<file path="src/rtl/cnt1_stream_if.sv">
`default_nettype none
// cnt1_stream_if: sub-vector word stream in, word + running popcount stream out.
// The slave view belongs to the popcount stage, the master view to whoever drives and drains it.
interface cnt1_stream_if #(
   parameter int BUS_WIDTH = 512,
   parameter int ID_WIDTH  = 8,
   parameter int CNT_WIDTH = 10
);
   logic [BUS_WIDTH-1:0] i_Vector;
   logic                 i_Valid;
   logic                 i_Last;
   logic                 o_Ready;
   logic [BUS_WIDTH-1:0] o_SubVector;
   logic                 o_Valid;
   logic                 i_Ready;
   logic                 o_Last;
   logic [CNT_WIDTH-1:0] o_Cnt;
   logic                 o_CntNew;
   logic [ID_WIDTH-1:0]  o_VecId;
   logic                 o_FrameErr;

   modport slave (
      input  i_Vector, i_Valid, i_Last, i_Ready,
      output o_Ready, o_SubVector, o_Valid, o_Last, o_Cnt, o_CntNew, o_VecId, o_FrameErr
   );

   modport master (
      output i_Vector, i_Valid, i_Last, i_Ready,
      input  o_Ready, o_SubVector, o_Valid, o_Last, o_Cnt, o_CntNew, o_VecId, o_FrameErr
   );
endinterface
`default_nettype wire

</file>
<file path="src/rtl/cnt1_stream.sv">
`default_nettype none
// cnt1_stream: pipelined per-vector popcount with word-count or i_Last framing, vector IDs
// and a sticky framing/overflow error flag; every stage moves on one global advance enable.
module cnt1_stream #(
   parameter int BUS_WIDTH     = 512,
   parameter int VECTOR_WIDTH  = 920,
   parameter int SUB_VECTOR_NO = 2,
   parameter int ADD_STAGES    = 3,
   parameter int USE_LAST      = 0,
   parameter int ID_WIDTH      = 8,
   parameter int CNT_WIDTH     = $clog2(VECTOR_WIDTH + 1)
) (
   input  logic         clk,
   input  logic         rst,
   cnt1_stream_if.slave bus
);

   // Smallest radix r with r**levels >= bits, so every adder level has the same fan-in.
   function automatic int tree_radix(input int bits, input int levels);
      int r;
      int p;
      r = bits;
      for (int c = bits; c >= 1; c--) begin
         p = 1;
         for (int l = 0; l < levels; l++) begin
            if (p < bits) p = p * c;
         end
         if (p >= bits) r = c;
      end
      return r;
   endfunction

   localparam int PW        = $clog2(BUS_WIDTH + 1);
   localparam int SW        = ((CNT_WIDTH > PW) ? CNT_WIDTH : PW) + 1;
   localparam int RADIX     = tree_radix(BUS_WIDTH, ADD_STAGES);
   localparam int LEAVES    = (BUS_WIDTH + RADIX - 1) / RADIX;
   localparam int LS        = ADD_STAGES - 1;
   localparam logic [3:0] LAST_IDX = 4'(SUB_VECTOR_NO - 1);

   logic                 adv;
   logic                 accept;

   logic [3:0]           word_idx;
   logic                 overrun;
   logic [ID_WIDTH-1:0]  id_cnt;
   logic                 in_first;
   logic                 in_last;
   logic                 in_err;

   logic [PW-1:0]        tree_d [ADD_STAGES][LEAVES];
   logic [PW-1:0]        tree_q [ADD_STAGES][LEAVES];

   logic                 pipe_valid [ADD_STAGES];
   logic                 pipe_first [ADD_STAGES];
   logic                 pipe_last  [ADD_STAGES];
   logic                 pipe_err   [ADD_STAGES];
   logic [ID_WIDTH-1:0]  pipe_id    [ADD_STAGES];
   logic [BUS_WIDTH-1:0] pipe_data  [ADD_STAGES];

   logic [PW-1:0]        word_cnt;
   logic [SW-1:0]        sum;
   logic                 sat;

   logic                 out_valid;
   logic                 out_last;
   logic                 out_err;
   logic [CNT_WIDTH-1:0] acc;
   logic [ID_WIDTH-1:0]  out_id;
   logic [BUS_WIDTH-1:0] out_data;

   assign adv    = !out_valid | bus.i_Ready;
   assign accept = bus.i_Valid & adv;

   // Input-side framing: classify the word being offered this cycle.
   always_comb begin
      in_first = (word_idx == 4'd0);
      if (USE_LAST != 0) begin
         in_last = bus.i_Last;
         in_err  = overrun | (bus.i_Last & (word_idx != LAST_IDX));
      end else begin
         in_last = (word_idx == LAST_IDX);
         in_err  = 1'b0;
      end
   end

   // The counter parks at LAST_IDX when i_Last is overdue; overrun flags the next word.
   always_ff @(posedge clk) begin
      if (rst) begin
         word_idx <= '0;
         overrun  <= 1'b0;
         id_cnt   <= '0;
      end else if (accept) begin
         if (in_last) begin
            word_idx <= '0;
            overrun  <= 1'b0;
            id_cnt   <= id_cnt + ID_WIDTH'(1);
         end else if (word_idx == LAST_IDX) begin
            overrun  <= 1'b1;
         end else begin
            word_idx <= word_idx + 4'd1;
         end
      end
   end

   // Adder tree: level 0 counts RADIX-bit slices, each later level sums RADIX partials.
   always_comb begin
      logic [PW-1:0] part;
      tree_d = '{default: '0};
      for (int j = 0; j < LEAVES; j++) begin
         part = '0;
         for (int k = 0; k < RADIX && (j * RADIX + k) < BUS_WIDTH; k++) begin
            part = part + PW'(bus.i_Vector[j * RADIX + k]);
         end
         tree_d[0][j] = part;
      end
      for (int s = 1; s < ADD_STAGES; s++) begin
         for (int j = 0; j < LEAVES; j++) begin
            part = '0;
            for (int k = 0; k < RADIX && (j * RADIX + k) < LEAVES; k++) begin
               part = part + tree_q[s-1][j * RADIX + k];
            end
            tree_d[s][j] = part;
         end
      end
   end

   always_ff @(posedge clk) begin
      if (rst) begin
         for (int s = 0; s < ADD_STAGES; s++) begin
            pipe_valid[s] <= 1'b0;
         end
      end else if (adv) begin
         pipe_valid[0] <= bus.i_Valid;
         for (int s = 1; s < ADD_STAGES; s++) begin
            pipe_valid[s] <= pipe_valid[s-1];
         end
      end
   end

   // Payload travels beside the adder levels; its content only matters where valid is set.
   always_ff @(posedge clk) begin
      if (adv) begin
         tree_q        <= tree_d;
         pipe_first[0] <= in_first;
         pipe_last[0]  <= in_last;
         pipe_err[0]   <= in_err;
         pipe_id[0]    <= id_cnt;
         pipe_data[0]  <= bus.i_Vector;
         for (int s = 1; s < ADD_STAGES; s++) begin
            pipe_first[s] <= pipe_first[s-1];
            pipe_last[s]  <= pipe_last[s-1];
            pipe_err[s]   <= pipe_err[s-1];
            pipe_id[s]    <= pipe_id[s-1];
            pipe_data[s]  <= pipe_data[s-1];
         end
      end
   end

   assign word_cnt = tree_q[LS][0];

   always_comb begin
      sum = (pipe_first[LS] ? '0 : SW'(acc)) + SW'(word_cnt);
      sat = |(sum >> CNT_WIDTH);
   end

   always_ff @(posedge clk) begin
      if (rst) begin
         out_valid <= 1'b0;
         out_last  <= 1'b0;
         out_err   <= 1'b0;
         acc       <= '0;
         out_id    <= '0;
      end else if (adv) begin
         out_valid <= pipe_valid[LS];
         out_last  <= pipe_valid[LS] & pipe_last[LS];
         if (pipe_valid[LS]) begin
            acc     <= sat ? '1 : sum[CNT_WIDTH-1:0];
            out_id  <= pipe_id[LS];
            out_err <= out_err | pipe_err[LS] | sat;
         end
      end
   end

   always_ff @(posedge clk) begin
      if (adv && pipe_valid[LS]) begin
         out_data <= pipe_data[LS];
      end
   end

   assign bus.o_Ready     = adv;
   assign bus.o_SubVector = out_data;
   assign bus.o_Valid     = out_valid;
   assign bus.o_Last      = out_last;
   assign bus.o_Cnt       = acc;
   assign bus.o_CntNew    = out_last;
   assign bus.o_VecId     = out_id;
   assign bus.o_FrameErr  = out_err;

endmodule
`default_nettype wire

</file>
<file path="src/flat_wrapper.sv">
// flat-port wrapper written by rule: the top's interface ports become plain ports
module cnt1_stream_flat 
#(
   parameter int BUS_WIDTH     = 512,
   parameter int VECTOR_WIDTH  = 920,
   parameter int SUB_VECTOR_NO = 2,
   parameter int ADD_STAGES    = 3,
   parameter int USE_LAST      = 0,
   parameter int ID_WIDTH      = 8,
   parameter int CNT_WIDTH     = $clog2(VECTOR_WIDTH + 1)
)
  (clk, rst, bus_i_Vector, bus_i_Valid, bus_i_Last, bus_i_Ready, bus_o_Ready, bus_o_SubVector, bus_o_Valid, bus_o_Last, bus_o_Cnt, bus_o_CntNew, bus_o_VecId, bus_o_FrameErr);
  cnt1_stream_if #(.BUS_WIDTH(BUS_WIDTH), .ID_WIDTH(ID_WIDTH), .CNT_WIDTH(CNT_WIDTH)) bus_i ();
  input  logic clk;
  input  logic rst;
  input wire logic [$bits(bus_i.i_Vector)-1:0] bus_i_Vector;
  input wire logic [$bits(bus_i.i_Valid)-1:0] bus_i_Valid;
  input wire logic [$bits(bus_i.i_Last)-1:0] bus_i_Last;
  input wire logic [$bits(bus_i.i_Ready)-1:0] bus_i_Ready;
  output wire logic [$bits(bus_i.o_Ready)-1:0] bus_o_Ready;
  output wire logic [$bits(bus_i.o_SubVector)-1:0] bus_o_SubVector;
  output wire logic [$bits(bus_i.o_Valid)-1:0] bus_o_Valid;
  output wire logic [$bits(bus_i.o_Last)-1:0] bus_o_Last;
  output wire logic [$bits(bus_i.o_Cnt)-1:0] bus_o_Cnt;
  output wire logic [$bits(bus_i.o_CntNew)-1:0] bus_o_CntNew;
  output wire logic [$bits(bus_i.o_VecId)-1:0] bus_o_VecId;
  output wire logic [$bits(bus_i.o_FrameErr)-1:0] bus_o_FrameErr;
  assign bus_i.i_Vector = bus_i_Vector;
  assign bus_i.i_Valid = bus_i_Valid;
  assign bus_i.i_Last = bus_i_Last;
  assign bus_i.i_Ready = bus_i_Ready;
  assign bus_o_Ready = bus_i.o_Ready;
  assign bus_o_SubVector = bus_i.o_SubVector;
  assign bus_o_Valid = bus_i.o_Valid;
  assign bus_o_Last = bus_i.o_Last;
  assign bus_o_Cnt = bus_i.o_Cnt;
  assign bus_o_CntNew = bus_i.o_CntNew;
  assign bus_o_VecId = bus_i.o_VecId;
  assign bus_o_FrameErr = bus_i.o_FrameErr;
  cnt1_stream #(.BUS_WIDTH(BUS_WIDTH), .VECTOR_WIDTH(VECTOR_WIDTH), .SUB_VECTOR_NO(SUB_VECTOR_NO), .ADD_STAGES(ADD_STAGES), .USE_LAST(USE_LAST), .ID_WIDTH(ID_WIDTH), .CNT_WIDTH(CNT_WIDTH)) u_core (.clk(clk), .rst(rst), .bus(bus_i));
endmodule
</file>
<file path="config.mk">
export PLATFORM = sky130hd
export DESIGN_NAME = cnt1_stream_flat
export DESIGN_NICKNAME = d
export VERILOG_FILES = /design/src/rtl/cnt1_stream_if.sv /design/src/rtl/cnt1_stream.sv /design/src/flat_wrapper.sv
export SDC_FILE = /design/constraint.sdc
export NUM_CORES = 2
export LEC_CHECK = 0
export ABC_CLOCK_PERIOD_IN_PS = 31000
export CELL_PAD_IN_SITES_DETAIL_PLACEMENT = 1
export CELL_PAD_IN_SITES_GLOBAL_PLACEMENT = 1
export CORE_MARGIN = 2
export CORE_UTILIZATION = 51
export CTS_BUF_LIST = sky130_fd_sc_hd__clkbuf_4 sky130_fd_sc_hd__clkbuf_8
export DETAILED_ROUTE_END_ITERATION = 10
export DONT_BUFFER_PORTS = 1
export PLACE_DENSITY_LB_ADDON = 0.1
export REMOVE_ABC_BUFFERS = 1
export SYNTH_ARGS = -nofsm -noshare
export SYNTH_HDL_FRONTEND = slang
export SYNTH_SLANG_ARGS = --single-unit
</file>
<file path="constraint.sdc">
create_clock -name clk -period 31 [get_ports clk]
set_input_delay 4.65 -clock clk [delete_from_list [all_inputs] [get_ports clk]]
set_output_delay 4.65 -clock clk [all_outputs]
set_load 0.01 [all_outputs]
</file>
# After elaboration in Yosys (flattened, before gate mapping)
# Memories as Yosys holds them, arrays and structs flattened. A register that Yosys moved wholly into a read port is not among the register bits.
# Cells that the tools add are included.
[totals] ff_bits=755 latchBits=0 ramBits=1572 romBits=0 inputBits=517 out_inout_bits=535 elab_cells=625 memories=6
[memory_table] name="u_core.pipe_data" depth=3 word_bits=512 rd=3 rd_clocked_by_memory_dff=1 wr=3 line="cnt1_stream.sv:58" text="logic [BUS_WIDTH-1:0] pipe_data [ADD_STAGES];"
[memory_table] name="u_core.pipe_id" depth=3 word_bits=8 rd=3 rd_clocked_by_memory_dff=1 wr=3 line="cnt1_stream.sv:57" text="logic [ID_WIDTH-1:0] pipe_id [ADD_STAGES];"
[memory_table] name="u_core.pipe_err" depth=3 word_bits=1 rd=3 rd_clocked_by_memory_dff=0 wr=3 line="cnt1_stream.sv:56" text="logic pipe_err [ADD_STAGES];"
[memory_table] name="u_core.pipe_first" depth=3 word_bits=1 rd=3 rd_clocked_by_memory_dff=0 wr=3 line="cnt1_stream.sv:54" text="logic pipe_first [ADD_STAGES];"
[memory_table] name="u_core.pipe_last" depth=3 word_bits=1 rd=3 rd_clocked_by_memory_dff=0 wr=3 line="cnt1_stream.sv:55" text="logic pipe_last [ADD_STAGES];"
[memory_table] name="u_core.pipe_valid" depth=3 word_bits=1 rd=3 rd_clocked_by_memory_dff=0 wr=3 line="cnt1_stream.sv:53" text="logic pipe_valid [ADD_STAGES];"
[classes] add_sub_neg=514 multipliers=0 n_div=0 order_cmp=0 eq_ne=1 shifts=0 n_mux=12 bitwise_logic=8 reduce_logical=5
[ops] cell="10-bit by 1-bit adder with 10-bit output" count=384
[ops] cell="10-bit adder" count=63
[ops] cell="1-bit by 1-bit adder with 2-bit output" count=64
[ops] cell="10-bit 2-to-1 mux" count=2
[ops] cell="11-bit by 10-bit adder with 11-bit output" count=1
[ops] cell="1-bit 2-to-1 mux" count=9
[ops] cell="8-bit by 1-bit adder with 8-bit output (second input constant)" count=1
[ops] cell="1-bit bitwise OR" count=6
[ops] cell="4-bit by 1-bit adder with 4-bit output (second input constant)" count=1
[ops] cell="4-bit by 1-bit == test with 1-bit output (second input constant)" count=1
[ops] cell="4-bit logical NOT" count=1
[ops] cell="4-bit 2-to-1 mux" count=1
[ops] cell="2-bit AND reduction" count=2
[ops] cell="1-bit bitwise AND" count=2
[ops] cell="1-bit logical AND" count=1
[ops] cell="1-bit logical NOT" count=1

# Longest topological paths before layout
[depth] word_depth=7 ltp_mapped=15 depth_no_buf=15

# Worst setup path after synthesis
# No wires, ideal clock.
[synth_path] path_type="input port to flip-flop" start="input bus_i_Ready" end="register u_core.out_data[0] (netlist: u_core.bus.o_SubVector[0]) (read register of u_core.pipe_data) (enable)" setup_time_ns=0.656 arrival_ns=32.959 required_ns=30.344 slack_ns=-2.615 cell_stages=5 path_buffers=1 cell_sequence="and2b_1 > inv_2 > nand2_1 > inv_2 > buf_2"
[synth_via] elab_chain_cells=2
[synth_rtl] item="start, declared" line="flat_wrapper.sv:19" text="input wire logic [$bits(bus_i.i_Ready)-1:0] bus_i_Ready;"
[synth_rtl] item="1-bit bitwise OR" line="cnt1_stream.sv:71" text="assign adv = !out_valid | bus.i_Ready;"
[synth_rtl] item="named net bus_o_Ready" line="flat_wrapper.sv:20" text="output wire logic [$bits(bus_i.o_Ready)-1:0] bus_o_Ready;"
[synth_rtl] item="1-bit logical AND" line="cnt1_stream.sv:185" text="if (adv && pipe_valid[LS]) begin"
[synth_rtl] item="end, declared" line="cnt1_stream.sv:69" text="logic [BUS_WIDTH-1:0] out_data;"
# The timed path passes the listed nets, and every way through them passes these cells.
# A chain may end at the register's enable or synchronous reset.

# Final worst setup path
[layout_path] start="input bus_i_Ready" end="output bus_o_Ready"
[layout_via] elab_chain_cells=1
[layout_rtl] item="1-bit bitwise OR" line="cnt1_stream.sv:71"
[layout_rtl] item="end, declared" line="flat_wrapper.sv:20"
# No other way between the ends.

==> flow_summary.json <==
{
  "yosys.area_share.adder_pct": 14.0,
  "async_reset_ff_share_pct": 0,
  "grt_max_degree": 184,
  "clock_latency_ns": 1.05,
  "synth-seq-cells": 2436,
  "cts.sinks": 2436,
  "ys_types": 43,
  "drv_cap": 0,
  "port_buffers": 0,
  "status": "complete, no violations",
  "grt_pass1_vias": 42200,
  "preCtsSetupSlack_ns": 20.69,
  "die_w_um": 430,
  "finClkSkew_ns": 0.0789,
  "ant_nets": 0,
  "whs_ns": 0.359,
  "fin_ws_ns": 20.78,
  "crit_type": "in -> out",
  "ys.flop_type": "edfxtp_1",
  "cpPeakStageDelay_ns": 0.53,
  "overflow": 0,
  "areaGrowthSynthToFinish_pct": 11.6,
  "finalCritPeriodShare_pct": 33.0,
  "cp_top_family": "simple AND/OR/NAND/NOR gates",
  "drc": 0,
  "gp_congestion": 0.821,
  "cp-end-kind": "primary output",
  "holdCritPathClass": "reg -> reg",
  "multi_input_comb_area_um2": 15800,
  "synth_edf_count": 2403,
  "worstMarginPinSlew_ns": 1.12,
  "cts_buffers": 402,
  "wl_per_cell_um": 24.7,
  "synth_top_family_by_area": "adder cells",
  "slowest_stage": "and2b_1",
  "synthXorXnorAreaFrac_pct": 0.936,
  "instances_no_fill": 7791,
  "first_pass_iters": 5,
  "p_per_area_nw_per_um2": 107,
  "totalWireLength_mm": 192,
  "num_io_pins": 1052,
  "leakagePower_nw": 41.4,
  "cts_setup_buffers": 0,
  "grt_usage_pct": 21.0,
  "dp_cells": 7087,
  "synth_compound_area_share_pct": 1.05,
  "dieArea_um2": 185000,
  "core.rowCount": 156,
  "drtIter0Drc": 2234,
  "r2r_cells": 6,
  "regArea_um2": 72800,
  "critPathLaunchType": "primary input",
  "path_max_fanout": 54,
  "hold_viol": 0,
  "synthMuxAreaShare_pct": 0,
  "drv_slew": 0,
  "critical_path_depth": 2,
  "vias_per_cell": 4.88,
  "crit_buf_inv": 1,
  "fill_cells": 15800,
  "whs_path_depth": 0,
  "cts_tree": "yes",
  "setup_viol": 0,
  "synthCells": 4698,
  "core-area_um2": 181000,
  "cts.clk_slew.worst_paths_ns": 0.06,
  "ctsLongestPathBuffers": 4,
  "cts-htree-levels": 5,
  "vias": 38000,
  "nNetsFinal": 6389,
  "cts-root-buf": "clkbuf_8",
  "fmax_ghz": 0.0978,
  "start_util_pct": 51.3,
  "critPathRequiredTime_ns": 26.35,
  "antenna_found_initial": 9,
  "crit_chain": "and2b_1 -> inv_8",
  "syn_area_per_cell_um2": 19.7,
  "netlist_area_um2": 92700,
  "fp.dieH_um": 430,
  "relSlewSlack_pct": 25.2,
  "dp_hpwl_mm": 142,
  "timing.final.crit_period_ns": 10.22,
  "synth-seq-area-share_pct": 78.6,
  "arrival_ns": 5.57,
  "ctsResizeCount": 0,
  "synthSimpleGateAreaFrac_pct": 1.00,
  "rsz0062_at_grt": "false",
  "layout-drive-gt1-share_pct": 11.7,
  "peakVddDrop_mv": 0.212,
  "yosysWarnings": 0,
  "cts_hold_buf": 0,
  "grt_pass1_wl_mm": 278
}
-- state kept, by name, summed over array words and instances (netlist names), 3 cells and up --
name,count
u_core.word_cnt,10
u_core.tree_q,312
u_core.bus.o_Cnt,10
u_core.bus.o_VecId,8
u_core.word_idx,4
u_core.pipe_data,1536
u_core.pipe_first,3
u_core.pipe_last,3
u_core.id_cnt,8
u_core.pipe_id,24
u_core.pipe_valid,3
u_core.bus.o_SubVector,512
-- layer usage --
layer / GRT usage, % / wire length [um] / up-vias
met5: 0 / 0 / -
met3: 7.45 / 14300 / 365
met4: 8.86 / 7310 / 0
met1: 21.2 / 64100 / 19500
li1: - / - / 17100
met2: 38.8 / 107000 / 1009
-- synth_stat cells (all sizes together) (7+ instances only) --
| master | n | area [um2] |
|---|---|---|
| edfxtp | 2403 | 72200 |
| inv | 1071 | 4020 |
| fa | 482 | 9650 |
| ha | 269 | 3370 |
| a21oi | 98 | 490 |
| xnor2 | 85 | 744 |
| nor2b | 79 | 494 |
| dfxtp | 33 | 661 |
| nand2 | 27 | 101 |
| nor2 | 27 | 109 |
| a21o | 21 | 158 |
| o21ai | 15 | 75.1 |
| xor2 | 14 | 123 |
| a311oi | 8 | 70.1 |
| nor3 | 7 | 40.0 |
-- cell families (layout without fill, tap and decap cells) --
group                    after synthesis  after routing
flip-flops                          2436           2436
other                                  0             15
XOR/XNOR                              99             99
AO/OA/AOI/OAI                        162            162
adder cells (fa/ha/maj)              751            751
AND/OR/NAND/NOR                      169            169
buffers and inverters               1081           1789
-- per-stage QoR --
stage / TNS [ns] / instance area [um2] / power [W] / utilization (%)
after floorplan: -3734.02 / 92600 / 0.00726 / -
after global placement: 0 / 95900 / 0.00847 / 53.0
after detailed placement: 0 / 95900 / 0.00859 / 53.0
after CTS: 0 / 103000 / 0.0113 / 57.2
after global routing: 0 / 103000 / 0.0120 / 57.2
final: 0 / 103000 / 0.0110 / 57.2
-- report_power, final --
group	total [W]	leakage [nW]	switching, W	internal (W)
clock	0.00266	3.97	0.00121	0.00144
sequential	0.00444	25.0	0.000150	0.00429
combinational	0.00395	12.4	0.00226	0.00169
-- final timing paths --
path	startpoint	to	slack, ns
worst max-delay path	bus_i_Ready	bus_o_Ready	20.78
worst min-delay path	u_core.pipe_data[1][243]	u_core.pipe_data[2][243]	0.36
worst max register to register	u_core.bus.o_Valid	u_core.pipe_data[0][47]	25.87
worst min register to register	u_core.pipe_data[1][243]	u_core.pipe_data[2][243]	0.36
-- cell usage in the layout (no fill, tap or decap), types with 33 or more instances in the layout --
cell type and n:
a21oi_1 98, clkbuf_4 128, clkbuf_8 412, clkinv_1 93
clkinv_2 36, dfxtp_1 33, edfxtp_1 2403, fa_1 482
ha_1 269, inv_1 1069, nor2b_1 79, xnor2_1 85
-- layout make-up --
class | instances | share of cell area, %
clock buffer | 540 | 6.41
timing repair buffer | 29 | 0.247
multi-input combinational | 1181 | 15.3
antenna | 15 | 0.0363
sequential | 2436 | 70.4
tap | 2370 | 2.87
inverter | 1071 | 3.90
clock inverter | 149 | 0.836
No activity file was read; power rests on OpenSTA's default activity.
